--- src/rtl/if_fetch_unit_pkg.sv ---
// Shared fetch-stage types: the IF->ID packet, the imem request bundle and the reset fetch address.
`ifndef FETCH_RESET_PC
`define FETCH_RESET_PC 64'h0
`endif

package if_fetch_unit_pkg;

  localparam int XLEN_DEF = 64;
  localparam int ILEN_DEF = 32;
  localparam logic [XLEN_DEF-1:0] FETCH_RESET_PC = `FETCH_RESET_PC;

  typedef struct packed {
    logic [ILEN_DEF-1:0] inst;
    logic [XLEN_DEF-1:0] pc;
    logic [XLEN_DEF-1:0] npc;
    logic                valid;
  } IF_ID_PACKET;

  typedef struct packed {
    logic                valid;
    logic [XLEN_DEF-1:0] addr;
  } IMEM_REQ;

endpackage

--- src/rtl/if_fetch_unit_fetch_queue.sv ---
// Synchronous FIFO with flush and occupancy count; head is visible combinationally, push/pop take effect at the edge.
module fetch_queue #(
  parameter int WIDTH = 32,
  parameter int DEPTH = 4
) (
  input  logic                     clk,
  input  logic                     rst_n,
  input  logic                     flush_i,
  input  logic                     push_i,
  input  logic [WIDTH-1:0]         push_dat_i,
  input  logic                     pop_i,
  output logic [WIDTH-1:0]         head_dat_o,
  output logic [$clog2(DEPTH):0]   count_o
);

  localparam int AW = (DEPTH > 1) ? $clog2(DEPTH) : 1;
  localparam int CW = $clog2(DEPTH) + 1;

  logic [WIDTH-1:0] mem_q [DEPTH];
  logic [AW-1:0]    rd_q;
  logic [AW-1:0]    wr_q;
  logic [CW-1:0]    cnt_q;
  logic             do_push;
  logic             do_pop;

  // Explicit wrap keeps non-power-of-two depths correct.
  function automatic logic [AW-1:0] ptr_inc(input logic [AW-1:0] p);
    return (p == AW'(DEPTH - 1)) ? '0 : p + AW'(1);
  endfunction

  assign do_pop  = pop_i && (cnt_q != '0);
  assign do_push = push_i && ((cnt_q != CW'(DEPTH)) || do_pop);

  always_ff @(posedge clk or negedge rst_n) begin
    if (!rst_n) begin
      rd_q  <= '0;
      wr_q  <= '0;
      cnt_q <= '0;
    end else if (flush_i) begin
      rd_q  <= '0;
      wr_q  <= '0;
      cnt_q <= '0;
    end else begin
      if (do_push) wr_q <= ptr_inc(wr_q);
      if (do_pop)  rd_q <= ptr_inc(rd_q);
      cnt_q <= cnt_q + CW'(do_push) - CW'(do_pop);
    end
  end

  always_ff @(posedge clk) begin
    if (do_push && !flush_i) mem_q[wr_q] <= push_dat_i;
  end

  assign head_dat_o = mem_q[rd_q];
  assign count_o    = cnt_q;

endmodule

--- src/rtl/if_fetch_unit.sv ---
// Sequential instruction fetch with credit-checked imem requests, in-order response queue and redirect flush.
// Redirect -> first new request 1 cycle; response -> packet valid 1 cycle; id_ready low stalls, requests stop when queue credits run out.
module if_fetch_unit
  import if_fetch_unit_pkg::*;
#(
  parameter int              XLEN      = XLEN_DEF,
  parameter int              ILEN      = ILEN_DEF,
  parameter logic [XLEN-1:0] RESET_PC  = `FETCH_RESET_PC,
  parameter int              FQ_DEPTH  = 4,
  parameter int              MAX_OUTST = 2
) (
  input  logic                       clk,
  input  logic                       rst_n,
  input  logic                       redirect_valid,
  input  logic [XLEN-1:0]            redirect_pc,
  output logic                       imem_req_valid,
  input  logic                       imem_req_ready,
  output logic [XLEN-1:0]            imem_req_addr,
  input  logic                       imem_resp_valid,
  input  logic [ILEN-1:0]            imem_resp_inst,
  input  logic                       id_ready,
  output IF_ID_PACKET                if_packet_out,
  output logic [$clog2(FQ_DEPTH):0]  fq_count
);

  localparam int CW = $clog2(FQ_DEPTH) + 1;
  localparam int OW = $clog2(MAX_OUTST) + 1;
  localparam int PW = ILEN + XLEN;

  logic [XLEN-1:0] fetch_pc_q, fetch_pc_d;
  logic [OW-1:0]   outst_q, outst_d;
  logic [OW-1:0]   drop_q, drop_d;
  logic            credit_ok;
  logic            req_fire;
  logic            resp_fire;
  logic            resp_keep;
  logic            pkt_vld;
  logic            pkt_pop;
  logic [PW-1:0]   pq_head;
  logic [CW-1:0]   pq_count;
  logic [XLEN-1:0] tag_head;
  logic [OW-1:0]   tag_count;
  IMEM_REQ         req;

  // Every in-flight request already owns a queue slot, so a response can always be pushed.
  assign credit_ok = (32'(pq_count) + 32'(outst_q)) < 32'(FQ_DEPTH);

  always_comb begin
    req       = '0;
    req.valid = rst_n && !redirect_valid && (outst_q < OW'(MAX_OUTST)) && credit_ok;
    req.addr  = XLEN_DEF'(fetch_pc_q);
  end

  assign imem_req_valid = req.valid;
  assign imem_req_addr  = XLEN'(req.addr);

  assign req_fire  = req.valid && imem_req_ready;
  assign resp_fire = imem_resp_valid && (outst_q != '0);
  assign resp_keep = resp_fire && !redirect_valid && (drop_q == '0);
  assign pkt_vld   = (pq_count != '0) && !redirect_valid;
  assign pkt_pop   = pkt_vld && id_ready;

  always_comb begin
    outst_d    = outst_q + OW'(req_fire) - OW'(resp_fire);
    fetch_pc_d = fetch_pc_q;
    drop_d     = drop_q;
    if (redirect_valid) begin
      // Everything still in flight after this edge belongs to the old path.
      fetch_pc_d = redirect_pc & ~XLEN'(3);
      drop_d     = outst_d;
    end else begin
      if (req_fire) fetch_pc_d = fetch_pc_q + XLEN'(4);
      if (resp_fire && (drop_q != '0)) drop_d = drop_q - OW'(1);
    end
  end

  always_ff @(posedge clk or negedge rst_n) begin
    if (!rst_n) begin
      fetch_pc_q <= RESET_PC;
      outst_q    <= '0;
      drop_q     <= '0;
    end else begin
      fetch_pc_q <= fetch_pc_d;
      outst_q    <= outst_d;
      drop_q     <= drop_d;
    end
  end

  // Tags are never flushed: dropped responses still consume their tag in order.
  fetch_queue #(
    .WIDTH (XLEN),
    .DEPTH (MAX_OUTST)
  ) u_tag_q (
    .clk        (clk),
    .rst_n      (rst_n),
    .flush_i    (1'b0),
    .push_i     (req_fire),
    .push_dat_i (fetch_pc_q),
    .pop_i      (resp_fire),
    .head_dat_o (tag_head),
    .count_o    (tag_count)
  );

  fetch_queue #(
    .WIDTH (PW),
    .DEPTH (FQ_DEPTH)
  ) u_pkt_q (
    .clk        (clk),
    .rst_n      (rst_n),
    .flush_i    (redirect_valid),
    .push_i     (resp_keep),
    .push_dat_i ({imem_resp_inst, tag_head}),
    .pop_i      (pkt_pop),
    .head_dat_o (pq_head),
    .count_o    (pq_count)
  );

  assign fq_count = pq_count;

  always_comb begin
    if_packet_out       = '0;
    if_packet_out.inst  = ILEN_DEF'(pq_head[PW-1 -: ILEN]);
    if_packet_out.pc    = XLEN_DEF'(pq_head[XLEN-1:0]);
    if_packet_out.npc   = XLEN_DEF'(pq_head[XLEN-1:0] + XLEN'(4));
    if_packet_out.valid = pkt_vld;
  end

  always @(posedge clk) begin
    if (rst_n) begin
      assert (!imem_resp_valid || (outst_q != '0));
      assert (tag_count == outst_q);
    end
  end

endmodule

--- config.mk ---
export PLATFORM = sky130hd
export DESIGN_NAME = if_fetch_unit
export DESIGN_NICKNAME = d
export VERILOG_FILES = /design/src/rtl/if_fetch_unit_pkg.sv /design/src/rtl/if_fetch_unit_fetch_queue.sv /design/src/rtl/if_fetch_unit.sv
export SDC_FILE = /design/constraint.sdc
export NUM_CORES = 1
export LEC_CHECK = 0
export ABC_CLOCK_PERIOD_IN_PS = 6500
export BUFFER_PORTS_ARGS = -buffer_cell sky130_fd_sc_hd__buf_2
export CAP_MARGIN = 20
export CORE_MARGIN = 5
export CORE_UTILIZATION = 55
export CTS_CLUSTER_DIAMETER = 60
export CTS_CLUSTER_SIZE = 10
export DETAILED_ROUTE_END_ITERATION = 10
export PLACE_DENSITY = 0.84
export REMOVE_ABC_BUFFERS = 1
export SYNTH_ARGS = -nofsm -noshare
export SYNTH_HDL_FRONTEND = slang
export SYNTH_SLANG_ARGS = --single-unit
--- constraint.sdc ---
create_clock -name clk -period 6.5 [get_ports clk]
set_clock_uncertainty 0.2 [all_clocks]
set_input_delay 1.625 -clock clk [delete_from_list [all_inputs] [get_ports clk]]
set_output_delay 1.625 -clock clk [all_outputs]
set_load 0.02 [all_outputs]
Word-level counts from Yosys, hierarchy flattened
Memories as Yosys holds them, arrays and structs flattened.
Index checks and enable logic that the tools add are counted.
W data, S select, Z words.
- flip-flop bits (word level): 79
- RAM bits: 512
- output and inout bits: 229
- logic and storage cells: 75
- memories kept: 2
- $add $sub $neg: 14
- $lt $le $gt $ge: 2
- equal/unequal tests: 4
- multiplexer cells: 17
- reductions and logical operators: 27
- memories (memory ; depth ; width ; rd ports ; clocked after Yosys merged registers in ; write ports ; RTL line ; source):
    u_pkt_q.mem_q ; 4 ; 96 ; 1 ; 0 ; 1 ; if_fetch_unit_fetch_queue.sv:19 ; logic [WIDTH-1:0] mem_q [DEPTH];
    u_tag_q.mem_q ; 2 ; 64 ; 1 ; 0 ; 1 ; if_fetch_unit_fetch_queue.sv:19 ;
- operator list (kind ; number):
    $add A64 B3 Y64 const B ; 2
    $mux W64 ; 2
    $mux W2 ; 8
    $logic_and A1 B1 Y1 ; 15
    $reduce_bool A2 Y1 ; 7
    $mux W1 ; 6
    $add A2 B1 Y2 ; 2
    $add A2 B1 Y2 const B ; 2
    $add A3 B2 Y4 ; 1
    $eq A2 B2 Y1 const B ; 2
    $lt A4 B3 Y1 const B ; 1
    $sub A2 B1 Y2 ; 2
    $add A3 B1 Y3 ; 1
    $mux W3 ; 1
    $ne A3 B3 Y1 const B ; 1
    $reduce_bool A3 Y1 ; 1
    $sub A3 B1 Y3 ; 1
    $add A1 B1 Y1 const B ; 2
    $logic_not A2 Y1 ; 1
    $logic_or A1 B1 Y1 ; 2
    $lt A2 B2 Y1 const B ; 1
    $ne A2 B2 Y1 const B ; 1
    $sub A2 B1 Y2 const B ; 1
    $logic_not A1 Y1 ; 1

Logic depth before layout (Yosys ltp)
Gate-level depths: netlist (run 1).
- depth after elaboration: 9
- gate-level depth with buffers: 15

By module
A second synthesis (run 1) with hierarchy kept.
- cells, all modules: 1452
- area total of the unflattened synthesis: 24534.8 µm²
- modules (own cells, without submodules) (module ; times used ; cells an instance ; area an instance (µm²) ; sequential area each (µm²)):
    fetch_queue (u_pkt_q) ; 1 ; 547 ; 14266.2 ; 11706.2
    if_fetch_unit ; 1 ; 685 ; 5397.7 ; 1651.6
    fetch_queue (u_tag_q) ; 1 ; 220 ; 4870.9 ; 3943.8

Worst setup path before layout (run 1)
No wires, ideal clock.
- kind: input-to-reg
- start: input port redirect_valid
- end: memory u_tag_q.mem_q[0][10] (netlist bit), enable pin
- setup time: 490 ps
- arrival: 6398 ps
- data required time: 5810 ps
- setup slack: -588 ps
- stages: 9
- buffers on the path: 3
- path through: buf_2 -> or4b_1 -> a311oi_2 -> and2_1 -> buf_2 -> inv_2 -> buf_2 -> a31oi_1 -> nor2b_1
- cells in the longest elaborated chain, start to end: 8
- RTL lines (what ; RTL line ; source):
    from (decl) ; if_fetch_unit.sv:14 ; input logic redirect_valid,
    $logic_not A1 Y1 ; if_fetch_unit.sv:50 ; req.valid = rst_n && !redirect_valid && (outst_q < OW'(MAX_OUTST)) && credit_ok;
    $logic_and A1 B1 Y1 (3 in series) ; if_fetch_unit.sv:50 ;
    named net imem_req_valid ; if_fetch_unit.sv:16 ; output logic imem_req_valid,
    $logic_and A1 B1 Y1 ; if_fetch_unit.sv:57 ; assign req_fire = req.valid && imem_req_ready;
    $logic_and A1 B1 Y1 ; if_fetch_unit_fetch_queue.sv:32 ; assign do_push = push_i && ((cnt_q != CW'(DEPTH)) || do_pop);
    named net u_tag_q.do_push ; if_fetch_unit_fetch_queue.sv:23 ; logic do_push;
    $mux W1 ; if_fetch_unit_fetch_queue.sv:51 ; if (do_push && !flush_i) mem_q[wr_q] <= push_dat_i;
    $mux W1 (not written as such) ; if_fetch_unit_fetch_queue.sv:51 ;
    to (decl) ; if_fetch_unit_fetch_queue.sv:19 ;
The timed path passes the listed nets, and every way through them passes these cells.

==> flow_summary.json, run 1 <==
{
  "status": "finished clean",
  "viasPerCell": 6.11,
  "synth-edff-count": 500,
  "drive_gt1_frac": 0.327,
  "arrival_ns": 4.05,
  "clk_latency_ns": 0.58,
  "fin_crit_ns": 5.87,
  "gp_congestion": 0.895,
  "async_flop_share": 0.133,
  "yosys-top-cells-area": "edfxtp_1, dfrtp_1, mux4_2",
  "syn_to_final_growth_pct": 18.0,
  "vias": 14900,
  "fin_cells": 2436,
  "end_kind": "output pin",
  "routed_wl_um": 60100,
  "cp-start-kind": "flop",
  "final_antenna_net_count": 0,
  "clock_path_buffers": 3,
  "rsz0062_at_grt": "no",
  "cts_resized": 0,
  "synth_top_area_frac": 0.622,
  "syn_area_per_cell_um2": 16.6,
  "post_cts_buffers": 0,
  "cts_tree": "built",
  "busiest_layer": "met2",
  "synth_cells": 1452,
  "worst_pin_slew_ns": 0.985,
  "worstHoldPathType": "reg2reg",
  "cts_hold_buf": 0,
  "fp.coreArea_um2": 43300,
  "grt_usage": 0.248,
  "numCtsBuffers": 68,
  "leakage_nw": 10.0,
  "path_clk_slew_ns": 0.06,
  "antenna_found_initial": 6,
  "io_buffer_count": 322,
  "finalSetupViolCount": 0,
  "power_density_nw_per_um2": 379,
  "htree_levels": 3,
  "grt_use_met1": 0.340,
  "grt_max_degree": 82,
  "drcViolationCount": 0,
  "floorplan.initialDensity": 0.558,
  "fin_crit_sh": 0.904,
  "cts_sinks": 577,
  "wl_per_cell_um": 24.7,
  "io_pins": 331,
  "rr_worst_depth": 7,
  "drv_cap": 0,
  "dp_cells": 2322,
  "grt_overflow": 0,
  "worstHoldPathCells": 1,
  "rows": 76,
  "nets": 1929,
  "clock.fmax_ghz": 0.170,
  "die-area_um2": 48200,
  "synth_top_area_cell": "edfxtp_1",
  "worstSetupPathType": "reg2out",
  "ys.flop_type": "edfxtp_1",
  "first_pass_iters": 7,
  "grt_pass1_wl_um": 90400,
  "relSlewSlack": 0.343,
  "postLayoutCoreUtil": 0.658,
  "slew_violations": 0,
  "ir_drop_mv": 0.238,
  "critPathRequiredTime_ns": 4.68,
  "synth_area_um2": 24100,
  "seq_area_frac_synth": 0.702,
  "grt_pass1_vias": 15100,
  "synth_cell_type_count": 66,
  "root_buffer": "clkbuf_16",
  "use_met3": 0.0499,
  "yosysWarnings": 0,
  "hold_violations": 0,
  "grt_util_met2": 0.397,
  "yosys_register_bits": 577,
  "die_width_um": 220,
  "dpl.hpwl_um": 38400,
  "crit_fanout": 22,
  "dieHeight_um": 220,
  "drtIter0Drc": 1642
}
Yosys cell counts, types with 16 or more instances:
library cell,instances
xor2_1,39
nand3_1,56
and2_1,16
xnor2_1,34
o311ai_0,18
nand4_1,46
o211ai_1,20
edfxtp_1,500
nor2_1,58
dfrtp_1,77
and3_1,21
mux2_2,63
nand2_1,120
inv_1,26
o21ai_0,46
clkbuf_1,28
mux4_2,82
nor3_1,29
sequential cells by signal, indices dropped and copies added (netlist names):
| register | flops |
|---|---|
| drop_q | 2 |
| imem_req_addr | 62 |
| outst_q | 2 |
| u_pkt_q.count_o | 3 |
| u_pkt_q.mem_q | 376 |
| u_pkt_q.rd_q | 2 |
| u_pkt_q.wr_q | 2 |
| u_tag_q.count_o | 2 |
| u_tag_q.mem_q | 124 |
| u_tag_q.rd_q | 1 |
| u_tag_q.wr_q | 1 |
final timing paths:
| path | start | slack (ns) | endpoint |
|---|---|---|---|
| setup / recovery | u_pkt_q.rd_q[0] | 0.63 | if_packet_out[64] |
| hold / removal | u_tag_q.rd_q | 0.27 | u_tag_q.rd_q |
| setup reg to reg | outst_q[1] | 2.88 | u_tag_q.mem_q[0][48] |
| hold reg to reg | u_tag_q.rd_q | 0.27 | u_tag_q.rd_q |
| max in group asynchronous | rst_n | 4.70 | u_pkt_q.rd_q[0] |
| min in group asynchronous | rst_n | 0.77 | imem_req_addr[58] |
cell families (layout without fill, tap and decap cells):
family	count (synthesis)	after routing	share of synthesized area
flip-flops	577	577	0.702
AND/OR/NAND/NOR	390	390	0.0840
multiplexers	161	161	0.121
AO/OA/AOI/OAI	136	136	0.0382
buffers and inverters	98	489	0.0203
XOR/XNOR	73	73	0.0265
adder cells (fa/ha/maj)	16	16	0.00860
other	1	9	0.000155
cell type report:
class                           instances  area, µm²
Multi-Input combinational cell        782       6770
Sequential cell                       577      17000
Timing Repair Buffer                  354       1970
Clock buffer                          100       1860
Tap cell                              585        732
Fill cell                            2917      14800
Inverter                               28        105
Clock inverter                          7       90.1
Antenna cell                            3       7.51
per-layer routing:
| metal | routed length, µm | share of wire |
|---|---|---|
| met1 | 23600 | 0.39 |
| met2 | 29100 | 0.48 |
| met3 | 5170 | 0.086 |
| met4 | 2210 | 0.037 |
| met5 | 39 | 0.00065 |
per-stage QoR:
stage	instance area [µm²]	setup TNS (ns)	power (mW)	setup WS (ns)	hold slack, ns
floorplan	23800	-160.22	6.52	-1.77	0.255
global placement	26500	0	7.37	1.18	0.252
detailed placement	26500	0	7.46	1.18	0.254
CTS	28400	0	10.9	0.539	0.265
global route	28500	0	11.3	0.415	0.284
finish	28500	0	10.8	0.627	0.266
power by group:
part | switching [mW] | internal [mW]
sequential | 0.214 | 4.41
combinational | 1.72 | 1.05
clock | 1.39 | 2.02
total | 3.32 | 7.48
cells in the final DEF (no fill, tap or decap), drive strengths merged, types with 4 or more instances in the layout:
cell    count
ha         15
nand3      58
and2       16
mux4       94
nor4b       4
o211ai     20
o21ai      46
buf       351
a31oi      15
xnor2      34
o311ai     18
and4        8
conb        6
nor2       58
clkbuf    103
mux2       63
nor4       14
mux2i       4
and3       21
dfrtp      77
nand2     120
a21oi      12
a221o       7
inv        32
nand4      48
xor2       39
edfxtp    500
nor3       31
critical path, stage by stage, from the launching register on:
cell and delay (ns):
dfrtp_4 0.62, buf_12 0.28, buf_4 0.39, mux4_2 0.34, and3_1 0.52, nand3_2 0.40, nor3_1 0.49, xor2_1 0.19
buf_2 0.19
No activity file was read; power rests on OpenSTA's default activity.
==> run 2, diff against run 1 <==
REMOVE_ABC_BUFFERS = unset   (was 1)
==> run 2 against run 1 <==
  * Register-to-register slack worse by 0.03 ns
  * Non-clock buffer count down 2
  * Power increased by 0.18%
  * Critical endpoint unchanged
  * Global-route usage down 0.85 points
  * Combinational power about the same
  * Setup slack gained 0.019 ns
  * First-iteration DRC count down 11%
  * Maximum frequency rose by 0.32%
  * Clock power is essentially flat
  * Largest cell class unchanged
  * Clock-buffer cell count shrank 2
==> flow_summary.json, run 2 (same netlist as run 1, synthesis figures left out) <==
{
  "slowest_stage": "dfrtp_4",
  "p_clk_frac": 0.315,
  "io_buffer_count": 322,
  "root_buffer": "clkbuf_16",
  "critPathRequiredTime_ns": 4.68,
  "htree_levels": 3,
  "antenna_found_initial": 1,
  "p_seq_frac": 0.431,
  "end_kind": "output pin",
  "switchingPower_mw": 3.32,
  "cp-start-kind": "flop",
  "grt_pass1_wl_um": 88400,
  "hp-start": "u_tag_q.rd_q",
  "wl_per_cell_um": 23.9,
  "die_width_um": 220,
  "grt_max_degree": 78,
  "path_delay_family": "simple AND/OR/NAND/NOR gates",
  "grt_usage": 0.240,
  "routed_wl_um": 58000,
  "dpl.hpwl_um": 37600,
  "worst_pin_slew_ns": 0.988,
  "floorplan.initialDensity": 0.558,
  "drv_cap": 0,
  "crit_chain": "buf_12 > mux4_1 > nand4_2 > nor4_1 > nand2_1 > nor3_1 > xor2_1 > buf_2",
  "post_cts_buffers": 0,
  "io_pins": 331,
  "diodes": 0,
  "leakage_nw": 10.0,
  "dp_slack_ns": 1.15,
  "layout_common_cells": "edfxtp_1, buf_2, nand2_1",
  "vias": 14800,
  "rows": 76,
  "r2r_end": "u_tag_q.mem_q[0][18]",
  "rsz0062_at_grt": "no",
  "clock.fmax_ghz": 0.171,
  "final_common_cell": "edfxtp_1",
  "fin_crit_ns": 5.85,
  "final_antenna_net_count": 0,
  "slew_violations": 0,
  "cts_sinks": 577,
  "die-area_um2": 48200,
  "clk_latency_ns": 0.57,
  "drtIter0Drc": 1459,
  "viasPerCell": 6.11,
  "combPwrFrac": 0.255,
  "clock_path_buffers": 3,
  "slowest_delay_ns": 0.86,
  "grt_pass1_vias": 14900,
  "nets": 1928,
  "finalSetupViolCount": 0,
  "gp_congestion": 0.880,
  "timing.rr.start": "outst_q[1]",
  "path_clk_slew_ns": 0.06,
  "fp.coreArea_um2": 43300,
  "r2r_setup_slack_ns": 2.85,
  "worstSetupPathType": "reg2out",
  "worstHoldPathType": "reg2reg",
  "arrival_ns": 4.03,
  "final.setup.tns_ns": 0,
  "p_sw_frac": 0.307,
  "status": "finished clean",
  "power_density_nw_per_um2": 380,
  "holdPathEnd": "u_tag_q.rd_q",
  "drive_gt1_frac": 0.326,
  "grt_overflow": 0,
  "first_pass_iters": 8,
  "numCtsBuffers": 69,
  "crit_fanout": 44,
  "setup_ws_ns": 0.646,
  "relSlewSlack": 0.336,
  "fillers": 2946,
  "drcViolationCount": 0,
  "dieHeight_um": 220,
  "fin_crit_sh": 0.901,
  "hold_violations": 0,
  "largest_register_ffs": 376,
  "top_register": "u_pkt_q.mem_q",
  "syn_to_final_growth_pct": 17.9,
  "cts_resized": 0,
  "worstHoldPathCells": 1,
  "postLayoutCoreUtil": 0.658,
  "cts_hold_buf": 0,
  "crit_buf_inv": 2,
  "rr_worst_depth": 7,
  "cts_tree": "built",
  "ir_drop_mv": 0.224,
  "p_int_mw": 7.50
}
run 2: cell types whose count changed in the layout (fill, tap and decap cells not counted), sizes merged:
cell | before | now
buf | 351 | 350
clkbuf | 103 | 100
clkinv | 2 | 5
clkinvlp | 0 | 1
diode | 3 | 0
inv | 32 | 28
run 2: power by group through the flow:
stage               sequential (mW)  clock (mW)  combinational (mW)
floorplan                      4.68           0                1.90
global placement               4.70           0                2.70
detailed placement             4.73           0                2.76
CTS                            4.66        3.48                2.77
global route                   4.69        3.65                2.95
finish                         4.66        3.40                2.76
run 2: stage by stage:
stage	instance area, µm²	instances	power, mW	hold WS, ns
after floorplan	24200	1457	6.57	0.267
after global placement	26500	2321	7.40	0.250
after detailed placement	26500	2321	7.49	0.256
after CTS	28400	2426	10.9	0.263
after global routing	28500	2429	11.3	0.293
final	28500	2429	10.8	0.272
run 2: how the worst max path moves through the flow:
| stage | from | slack (ns) | cells after the start | endpoint |
|---|---|---|---|---|
| 2_1_floorplan | redirect_valid | 0.59 | 9 | u_tag_q.mem_q[0][10] |
| 6_report | u_pkt_q.rd_q[0] | 0.65 | 8 | if_packet_out[64] |
| 4_1_cts | u_pkt_q.rd_q[0] | 0.53 | 8 | if_packet_out[64] |
| 3_5_place_dp | u_pkt_q.rd_q[0] | 1.15 | 7 | if_packet_out[64] |
| 3_3_place_gp | u_pkt_q.rd_q[0] | 1.23 | 7 | if_packet_out[51] |
| 5_1_grt | u_pkt_q.rd_q[0] | 0.33 | 8 | if_packet_out[64] |
run 2: layer usage:
metal	track usage	up-vias	routed length [µm]
met5	0	-	0
met4	0.0787	0	1530
met3	0.0433	117	4830
met2	0.373	778	27200
met1	0.350	7503	24400
li1	-	6449	-
run 2: area by class of cell:
| type | count | area (µm²) | area share |
|---|---|---|---|
| Clock buffer | 98 | 1900 | 0.0667 |
| Clock inverter | 7 | 63.8 | 0.00224 |
| Inverter | 28 | 105 | 0.00369 |
| Multi-Input combinational cell | 782 | 6760 | 0.238 |
| Sequential cell | 577 | 17000 | 0.596 |
| Tap cell | 585 | 732 | 0.0257 |
| Timing Repair Buffer | 352 | 1950 | 0.0684 |
